===== config.mk =====
export PLATFORM = sky130hd
export DESIGN_NAME = mem_req_arbiter
export DESIGN_NICKNAME = d
export VERILOG_FILES = /design/src/rtl/mem_arb_pkg.sv /design/src/rtl/mem_arb_rr_pick.sv /design/src/rtl/mem_req_arbiter.sv
export SDC_FILE = /design/constraint.sdc
export NUM_CORES = 1
export LEC_CHECK = 0
export CORE_MARGIN = 3
export CORE_UTILIZATION = 47
export DETAILED_ROUTE_END_ITERATION = 10
export PLACE_DENSITY_LB_ADDON = 0.05
export REMOVE_ABC_BUFFERS = 1
export SYNTH_ARGS = -nofsm -noshare
export SYNTH_HDL_FRONTEND = slang
export SYNTH_SLANG_ARGS = --single-unit

===== constraint.sdc =====
create_clock -name clk -period 7.9 [get_ports clk]
set_input_delay 0.79 -clock clk [delete_from_list [all_inputs] [get_ports clk]]
set_output_delay 0.79 -clock clk [all_outputs]
set_load 0.01 [all_outputs]

===== src/rtl/mem_arb_pkg.sv =====
// Shared types and constants for the mem_ctrl request arbiter.
// Row field extraction is kept here so the hit compare and the row tracker agree.
package mem_arb_pkg;

  typedef enum logic [2:0] {
    IDLE    = 3'd0,
    ISSUE   = 3'd1,
    WAIT_RD = 3'd2,
    WAIT_WR = 3'd3,
    RESP    = 3'd4
  } arb_state_t;

  localparam int AW             = 16;
  localparam int DW             = 32;
  localparam int ROW_MSB        = 15;
  localparam int ROW_LSB        = 12;
  localparam int ROW_W          = ROW_MSB - ROW_LSB + 1;
  localparam int CMD_HOLD_DEF   = 2;
  localparam int WR_HOLD_DEF    = 6;
  localparam int RD_TIMEOUT_DEF = 64;

  function automatic logic [ROW_W-1:0] row_of(input logic [AW-1:0] addr);
    return addr[ROW_MSB:ROW_LSB];
  endfunction

endpackage


===== src/rtl/mem_arb_rr_pick.sv =====
// Rotating-priority encoder: first set bit of mask at or above start, wrapping.
// Reports the winner as one-hot and as an index, plus whether any bit was set.
module mem_arb_rr_pick #(
  parameter int N  = 4,
  parameter int IW = 2
) (
  input  logic [N-1:0]  mask,
  input  logic [IW-1:0] start,
  output logic [N-1:0]  onehot,
  output logic [IW-1:0] idx,
  output logic          any
);

  int   pos_s;
  logic take_s;

  // Scan N positions from start; only the first set bit is taken
  always_comb begin
    onehot = '0;
    idx    = '0;
    any    = 1'b0;
    pos_s  = 0;
    take_s = 1'b0;
    for (int k = 0; k < N; k++) begin
      pos_s  = (int'(start) + k >= N) ? (int'(start) + k - N) : (int'(start) + k);
      take_s = !any && mask[IW'(pos_s)];
      onehot[IW'(pos_s)] = onehot[IW'(pos_s)] | take_s;
      idx    = take_s ? IW'(pos_s) : idx;
      any    = any | take_s;
    end
  end

endmodule


===== src/rtl/mem_req_arbiter.sv =====
// Shares the mem_ctrl command front-end between NUM_REQ requesters using
// round-robin arbitration with a bounded open-row preference.
module mem_req_arbiter
  import mem_arb_pkg::*;
#(
  parameter int NUM_REQ    = 4,
  parameter int CMD_HOLD   = CMD_HOLD_DEF,
  parameter int WR_HOLD    = WR_HOLD_DEF,
  parameter int RD_TIMEOUT = RD_TIMEOUT_DEF,
  parameter int MAX_BYPASS = 3
) (
  input  logic                  clk,
  input  logic                  rst_n,
  input  logic [NUM_REQ-1:0]    req_valid,
  output logic [NUM_REQ-1:0]    req_ready,
  input  logic [NUM_REQ-1:0]    req_rdnwr,
  input  logic [NUM_REQ*16-1:0] req_addr,
  input  logic [NUM_REQ*32-1:0] req_wdata,
  output logic [NUM_REQ-1:0]    rsp_valid,
  output logic                  rsp_err,
  output logic [31:0]           rsp_rdata,
  output logic                  cmd_n,
  output logic                  RDnWR,
  output logic [15:0]           Addr_in,
  output logic                  Data_in_vld,
  output logic [31:0]           Data_in,
  input  logic [31:0]           Data_out,
  input  logic                  data_out_vld
);

  localparam int IW      = $clog2(NUM_REQ);
  localparam int CNT_MAX = (RD_TIMEOUT > WR_HOLD) ? RD_TIMEOUT : WR_HOLD;
  localparam int CW      = $clog2(CNT_MAX + 1);
  localparam int BW      = $clog2(MAX_BYPASS + 2);

  arb_state_t          state_r, state_s;
  logic                cmd_n_r, rdnwr_r, din_vld_r, rsp_err_r, last_row_vld_r;
  logic [AW-1:0]       addr_r;
  logic [DW-1:0]       wdata_r, rsp_rdata_r;
  logic [NUM_REQ-1:0]  req_ready_r, rsp_valid_r, owner_r;
  logic [CW-1:0]       cnt_r, cnt_inc_s;
  logic [IW-1:0]       rr_ptr_r, rr_next_s;
  logic [BW-1:0]       bypass_cnt_r, bypass_next_s;
  logic [ROW_W-1:0]    last_row_r;

  logic [NUM_REQ-1:0]  hit_s, rr_onehot_s, hit_onehot_s, win_onehot_s;
  logic [IW-1:0]       rr_idx_s, hit_idx_s, win_idx_s;
  logic                rr_any_s, hit_any_s, use_hit_s;
  logic                grant_s, issue_done_s, rd_done_s, rd_tmo_s, wr_done_s;

  // Row-hit mask against the row left open by the previous completion
  always_comb begin
    hit_s = '0;
    for (int i = 0; i < NUM_REQ; i++) begin
      hit_s[i] = req_valid[i] & last_row_vld_r &
                 (row_of(req_addr[i*AW +: AW]) == last_row_r);
    end
  end

  mem_arb_rr_pick #(.N(NUM_REQ), .IW(IW)) u_pick_rr (
    .mask(req_valid), .start(rr_ptr_r), .onehot(rr_onehot_s), .idx(rr_idx_s), .any(rr_any_s)
  );

  mem_arb_rr_pick #(.N(NUM_REQ), .IW(IW)) u_pick_hit (
    .mask(hit_s), .start(rr_ptr_r), .onehot(hit_onehot_s), .idx(hit_idx_s), .any(hit_any_s)
  );

  // Winner selection; the bypass counter only grows while a hit overrides round-robin
  always_comb begin
    use_hit_s     = hit_any_s && (bypass_cnt_r < BW'(MAX_BYPASS));
    win_idx_s     = use_hit_s ? hit_idx_s : rr_idx_s;
    win_onehot_s  = use_hit_s ? hit_onehot_s : rr_onehot_s;
    rr_next_s     = (win_idx_s == IW'(NUM_REQ - 1)) ? '0 : win_idx_s + IW'(1);
    bypass_next_s = (use_hit_s && (hit_idx_s != rr_idx_s)) ? bypass_cnt_r + BW'(1) : '0;
    cnt_inc_s     = (cnt_r == '1) ? cnt_r : cnt_r + CW'(1);
  end

  // Next-state logic and transition strobes
  always_comb begin
    state_s      = state_r;
    grant_s      = 1'b0;
    issue_done_s = 1'b0;
    rd_done_s    = 1'b0;
    rd_tmo_s     = 1'b0;
    wr_done_s    = 1'b0;
    case (state_r)
      IDLE: begin
        if (rr_any_s) begin
          grant_s = 1'b1;
          state_s = ISSUE;
        end else begin
          state_s = IDLE;
        end
      end
      ISSUE: begin
        if (cnt_r >= CW'(CMD_HOLD - 1)) begin
          issue_done_s = 1'b1;
          state_s      = rdnwr_r ? WAIT_RD : WAIT_WR;
        end else begin
          state_s = ISSUE;
        end
      end
      WAIT_RD: begin
        if (data_out_vld) begin
          rd_done_s = 1'b1;
          state_s   = RESP;
        end else if (cnt_r >= CW'(RD_TIMEOUT - 1)) begin
          rd_tmo_s = 1'b1;
          state_s  = RESP;
        end else begin
          state_s = WAIT_RD;
        end
      end
      WAIT_WR: begin
        if (cnt_r >= CW'(WR_HOLD - 1)) begin
          wr_done_s = 1'b1;
          state_s   = RESP;
        end else begin
          state_s = WAIT_WR;
        end
      end
      RESP:    state_s = IDLE;
      default: state_s = IDLE;
    endcase
  end

  // State register
  always_ff @(posedge clk or negedge rst_n) begin
    if (!rst_n) state_r <= IDLE;
    else        state_r <= state_s;
  end

  // Registered outputs, latched request and arbitration history
  always_ff @(posedge clk or negedge rst_n) begin
    if (!rst_n) begin
      cmd_n_r        <= 1'b1;
      rdnwr_r        <= 1'b0;
      addr_r         <= '0;
      wdata_r        <= '0;
      din_vld_r      <= 1'b0;
      req_ready_r    <= '0;
      rsp_valid_r    <= '0;
      rsp_err_r      <= 1'b0;
      rsp_rdata_r    <= '0;
      owner_r        <= '0;
      cnt_r          <= '0;
      rr_ptr_r       <= '0;
      bypass_cnt_r   <= '0;
      last_row_r     <= '0;
      last_row_vld_r <= 1'b0;
    end else begin
      req_ready_r <= '0;
      rsp_valid_r <= '0;
      case (state_r)
        IDLE: begin
          cnt_r <= '0;
          if (grant_s) begin
            req_ready_r  <= win_onehot_s;
            owner_r      <= win_onehot_s;
            cmd_n_r      <= 1'b0;
            rdnwr_r      <= req_rdnwr[win_idx_s];
            addr_r       <= req_addr[int'(win_idx_s)*AW +: AW];
            wdata_r      <= req_wdata[int'(win_idx_s)*DW +: DW];
            din_vld_r    <= ~req_rdnwr[win_idx_s];
            rr_ptr_r     <= rr_next_s;
            bypass_cnt_r <= bypass_next_s;
          end else begin
            cmd_n_r <= 1'b1;
          end
        end
        ISSUE: begin
          if (issue_done_s) begin
            cmd_n_r <= 1'b1;
            cnt_r   <= rdnwr_r ? '0 : cnt_inc_s;
          end else begin
            cnt_r <= cnt_inc_s;
          end
        end
        WAIT_RD: begin
          if (rd_done_s) begin
            rsp_rdata_r <= Data_out;
            rsp_err_r   <= 1'b0;
            rsp_valid_r <= owner_r;
          end else if (rd_tmo_s) begin
            rsp_rdata_r <= '0;
            rsp_err_r   <= 1'b1;
            rsp_valid_r <= owner_r;
          end else begin
            cnt_r <= cnt_inc_s;
          end
        end
        WAIT_WR: begin
          if (wr_done_s) begin
            din_vld_r   <= 1'b0;
            rsp_rdata_r <= '0;
            rsp_err_r   <= 1'b0;
            rsp_valid_r <= owner_r;
          end else begin
            cnt_r <= cnt_inc_s;
          end
        end
        RESP: begin
          last_row_r     <= row_of(addr_r);
          last_row_vld_r <= 1'b1;
        end
        default: cmd_n_r <= 1'b1;
      endcase
    end
  end

  assign req_ready   = req_ready_r;
  assign rsp_valid   = rsp_valid_r;
  assign rsp_err     = rsp_err_r;
  assign rsp_rdata   = rsp_rdata_r;
  assign cmd_n       = cmd_n_r;
  assign RDnWR       = rdnwr_r;
  assign Addr_in     = addr_r;
  assign Data_in_vld = din_vld_r;
  assign Data_in     = wdata_r;

endmodule


==> impl_metrics.yaml <==
status:
  status: "complete, but fails checks"
  violations: "design-rule violations"
synthesis:
  syn-cell-area_um2: 7770
  synth_compound_area_frac: 0.256
  synth-main-ff-cell: "dfrtp_1"
  synth_top_family_by_area: "compound AO/OA/AOI/OAI gates"
  synthMuxAreaShare: 0.0412
  synth-simple-area-share: 0.240
  avgSynthCellArea_um2: 8.58
  syn_inst: 906
  synth_xor_area_frac: 0.0259
  synth_cell_type_count: 73
  ys_ff_latch: 116
  yosysSeqAreaShare: 0.374
  async_reset_ff_frac: 1.00
  synth_edf_count: 0
  ys_warn_count: 0
  synth_fa_ha_area_frac: 0.0129
critical_path:
  r2r_slack_ns: 3.12
  cp_max_fo: 52
  worst_setup_path_start_kind: "register"
  cp_data_arrival_time_ns: 5.09
  r2r_start: "rr_ptr_r[0]"
  crit_path_end: "Addr_in[14]"
  r2r-end: "Addr_in[14]"
  critical_path_class: "reg -> reg"
  end_kind: "register"
  rr_worst_depth: 13
  crit_start: "rr_ptr_r[0]"
  crit_required_ns: 8.21
finish:
  drive_above_1_share: 0.0643
  area_growth_pct: 50.6
  fin_nets: 1428
  layout.cells.most_common: "clkdlybuf4s50_1"
  final_cell_mix: "clkdlybuf4s50_1, nand2_1, dfrtp_1"
die:
  core.rowCount: 46
  coreArea_um2: 16100
  die_w_um: 135
  initial_core_util: 0.484
  die_h_um: 135
  dieArea_um2: 18100
  ioPinCount: 327
routing:
  avgRoutedWirePerCell_um: 19.8
  first_pass_iters: 10
  avgViaCountPerCell: 5.68
  totalWireLength_um: 28100
  first_iter_violations: 651
  detail-route-antenna-nets: 0
  vias: 8054
  route.detailed.drc: 2
sta:
  fin_worst_skew_ns: 0.0118
  min_period_over_period: 0.605
  setup_viol: 0
  tightestPinTransition_ns: 1.19
  rsz0062_at_grt: "false"
  finalSetupTns_ns: 0
  hold_viol_final: 0
  maxSlewViolCount: 0
  slew-limit-headroom: 0.203
  fmaxAchievable_mhz: 209
  fin_crit_ns: 4.78
  hold_ws_ns: 0.410
grt:
  grt_pass1_vias: 7669
  grt_first_pass_wirelength_um: 43200
  grt-ovfl-total: 0
  grt_antenna_before_repair: 4
  grt_max_degree: 100
  grt_use_total: 0.306
min_path:
  hold_class: "in -> async"
power_and_ir_drop:
  p_switching_w: 0.00225
  clock_power_share: 0.159
  p_seq_frac: 0.207
  p_per_area_nw_per_um2: 428
  internal-power_w: 0.00275
  switching_share: 0.450
  leakagePower_nw: 4.90
  power_frac_comb: 0.634
  peakVddDrop_uv: 308
clock_network:
  clk_latency_ns: 0.42
  cts_tree: "yes"
  cts-hold-fix-buffers: 0
  clkTransAtPathRegs_ns: 0.06
  numCtsBuffers: 17
  cts.sinks: 116
  clockBufferDepth: 2
  htree_levels: 4
  cts_resized: 0
  postCtsSetupRepairBufs: 0
  clock-root-buffer: "clkbuf_16"
placed_design:
  portBuffers: 326
  gp_congestion: 0.922
  dp_hpwl_um: 20800
job:
  drv_cap: 0
[worst max-delay path: stages (launching register included)]
cell and delay, ns:
dfrtp_1 0.32, buf_4 0.43, clkinv_1 0.46, ha_1 0.45
buf_4 0.27, mux4_2 0.57, nor2_1 0.11, o21ai_0 0.07
o31ai_1 0.18, nor2_1 0.14, a21oi_4 0.91, buf_12 0.32
a211oi_1 0.08, o31ai_1 0.29
[through the flow]
stage	instance area, µm²	util	setup WS (ns)	power, W	cells
6_report	11700	0.729	3.12	0.00501	1418
5_1_grt	11700	0.729	2.69	0.00538	1418
3_3_place_gp	11100	0.690	3.20	0.00415	1382
3_5_place_dp	11100	0.690	3.17	0.00419	1382
2_1_floorplan	7430	-	0.123	0.00303	830
4_1_cts	11700	0.728	3.15	0.00501	1414
[state kept, by name, summed over array words and instances, names as in the netlist]
| signal | flops |
|---|---|
| last_row_vld_r | 1 |
| last_row_r | 4 |
| bypass_cnt_r | 3 |
| rsp_rdata | 32 |
| owner_r | 4 |
| req_ready | 4 |
| state_r | 3 |
| Addr_in | 16 |
| Data_in_vld | 1 |
| cnt_r | 7 |
| cmd_n | 1 |
| Data_in | 32 |
| RDnWR | 1 |
| rsp_valid | 4 |
| rr_ptr_r | 2 |
| rsp_err | 1 |
[logic make-up (layout without fill, tap and decap cells)]
| logic type | Yosys count | count (layout) |
|---|---|---|
| compound gates | 264 | 264 |
| xor+xnor | 23 | 23 |
| fa+ha+maj | 8 | 8 |
| buf+inv | 92 | 384 |
| flops | 116 | 116 |
| mux | 21 | 21 |
| other cells | 0 | 4 |
| simple gates | 382 | 382 |
[how the worst min path moves through the flow]
stage / cells past startpoint / from / slack, ns / endpoint
6_report: 1 / rst_n / 0.41 / rsp_rdata[29]
5_1_grt: 1 / rst_n / 0.45 / rsp_rdata[0]
4_1_cts: 1 / rst_n / 0.42 / rsp_rdata[0]
3_5_place_dp: 2 / Addr_in[8] / 0.46 / Addr_in[8]
3_3_place_gp: 2 / Data_in[7] / 0.46 / Data_in[7]
2_1_floorplan: 1 / owner_r[2] / 0.45 / rsp_valid[2]
[layer usage]
metal  track usage  part of all wire  up-vias
met1         0.362              0.39     3802
met3         0.102             0.085       43
met2         0.524              0.50      337
li1              -                 -     3872
met4         0.102             0.025        0
met5             0                 0        -
[synth_stat cells (11+ instances only)]
cell | n | share of area
nor2_1 | 34 | 0.016
and2_1 | 56 | 0.045
a22o_1 | 33 | 0.037
xnor2_1 | 13 | 0.015
nand3_1 | 11 | 0.0071
buf_2 | 23 | 0.015
a211oi_1 | 53 | 0.051
and3_1 | 60 | 0.048
nand2_1 | 176 | 0.085
dfrtp_1 | 115 | 0.37
o31ai_1 | 54 | 0.052
clkbuf_1 | 45 | 0.022
o21ai_0 | 23 | 0.015
inv_1 | 13 | 0.0063
a21oi_1 | 33 | 0.021
[power by group through the flow]
| stage | Combinational (W) | Sequential, W | Clock [W] |
|---|---|---|---|
| finish | 0.00318 | 0.00104 | 0.000797 |
| detailed placement | 0.00315 | 0.00104 | 0 |
| floorplan | 0.00188 | 0.00115 | 0 |
| CTS | 0.00317 | 0.00103 | 0.000806 |
| global placement | 0.00312 | 0.00103 | 0 |
| global route | 0.00347 | 0.00107 | 0.000837 |
[final cells by class]
cell class	count	area, µm²
diodes	4	10.0
fillers	1260	4360
clock inverters	14	176
multi-input cells	698	4500
inverters	16	60.1
well taps	216	270
flip-flops and latches	116	2900
clock buffers	18	429
repair buffers	336	3350
No activity file was read; power rests on OpenSTA's default activity.
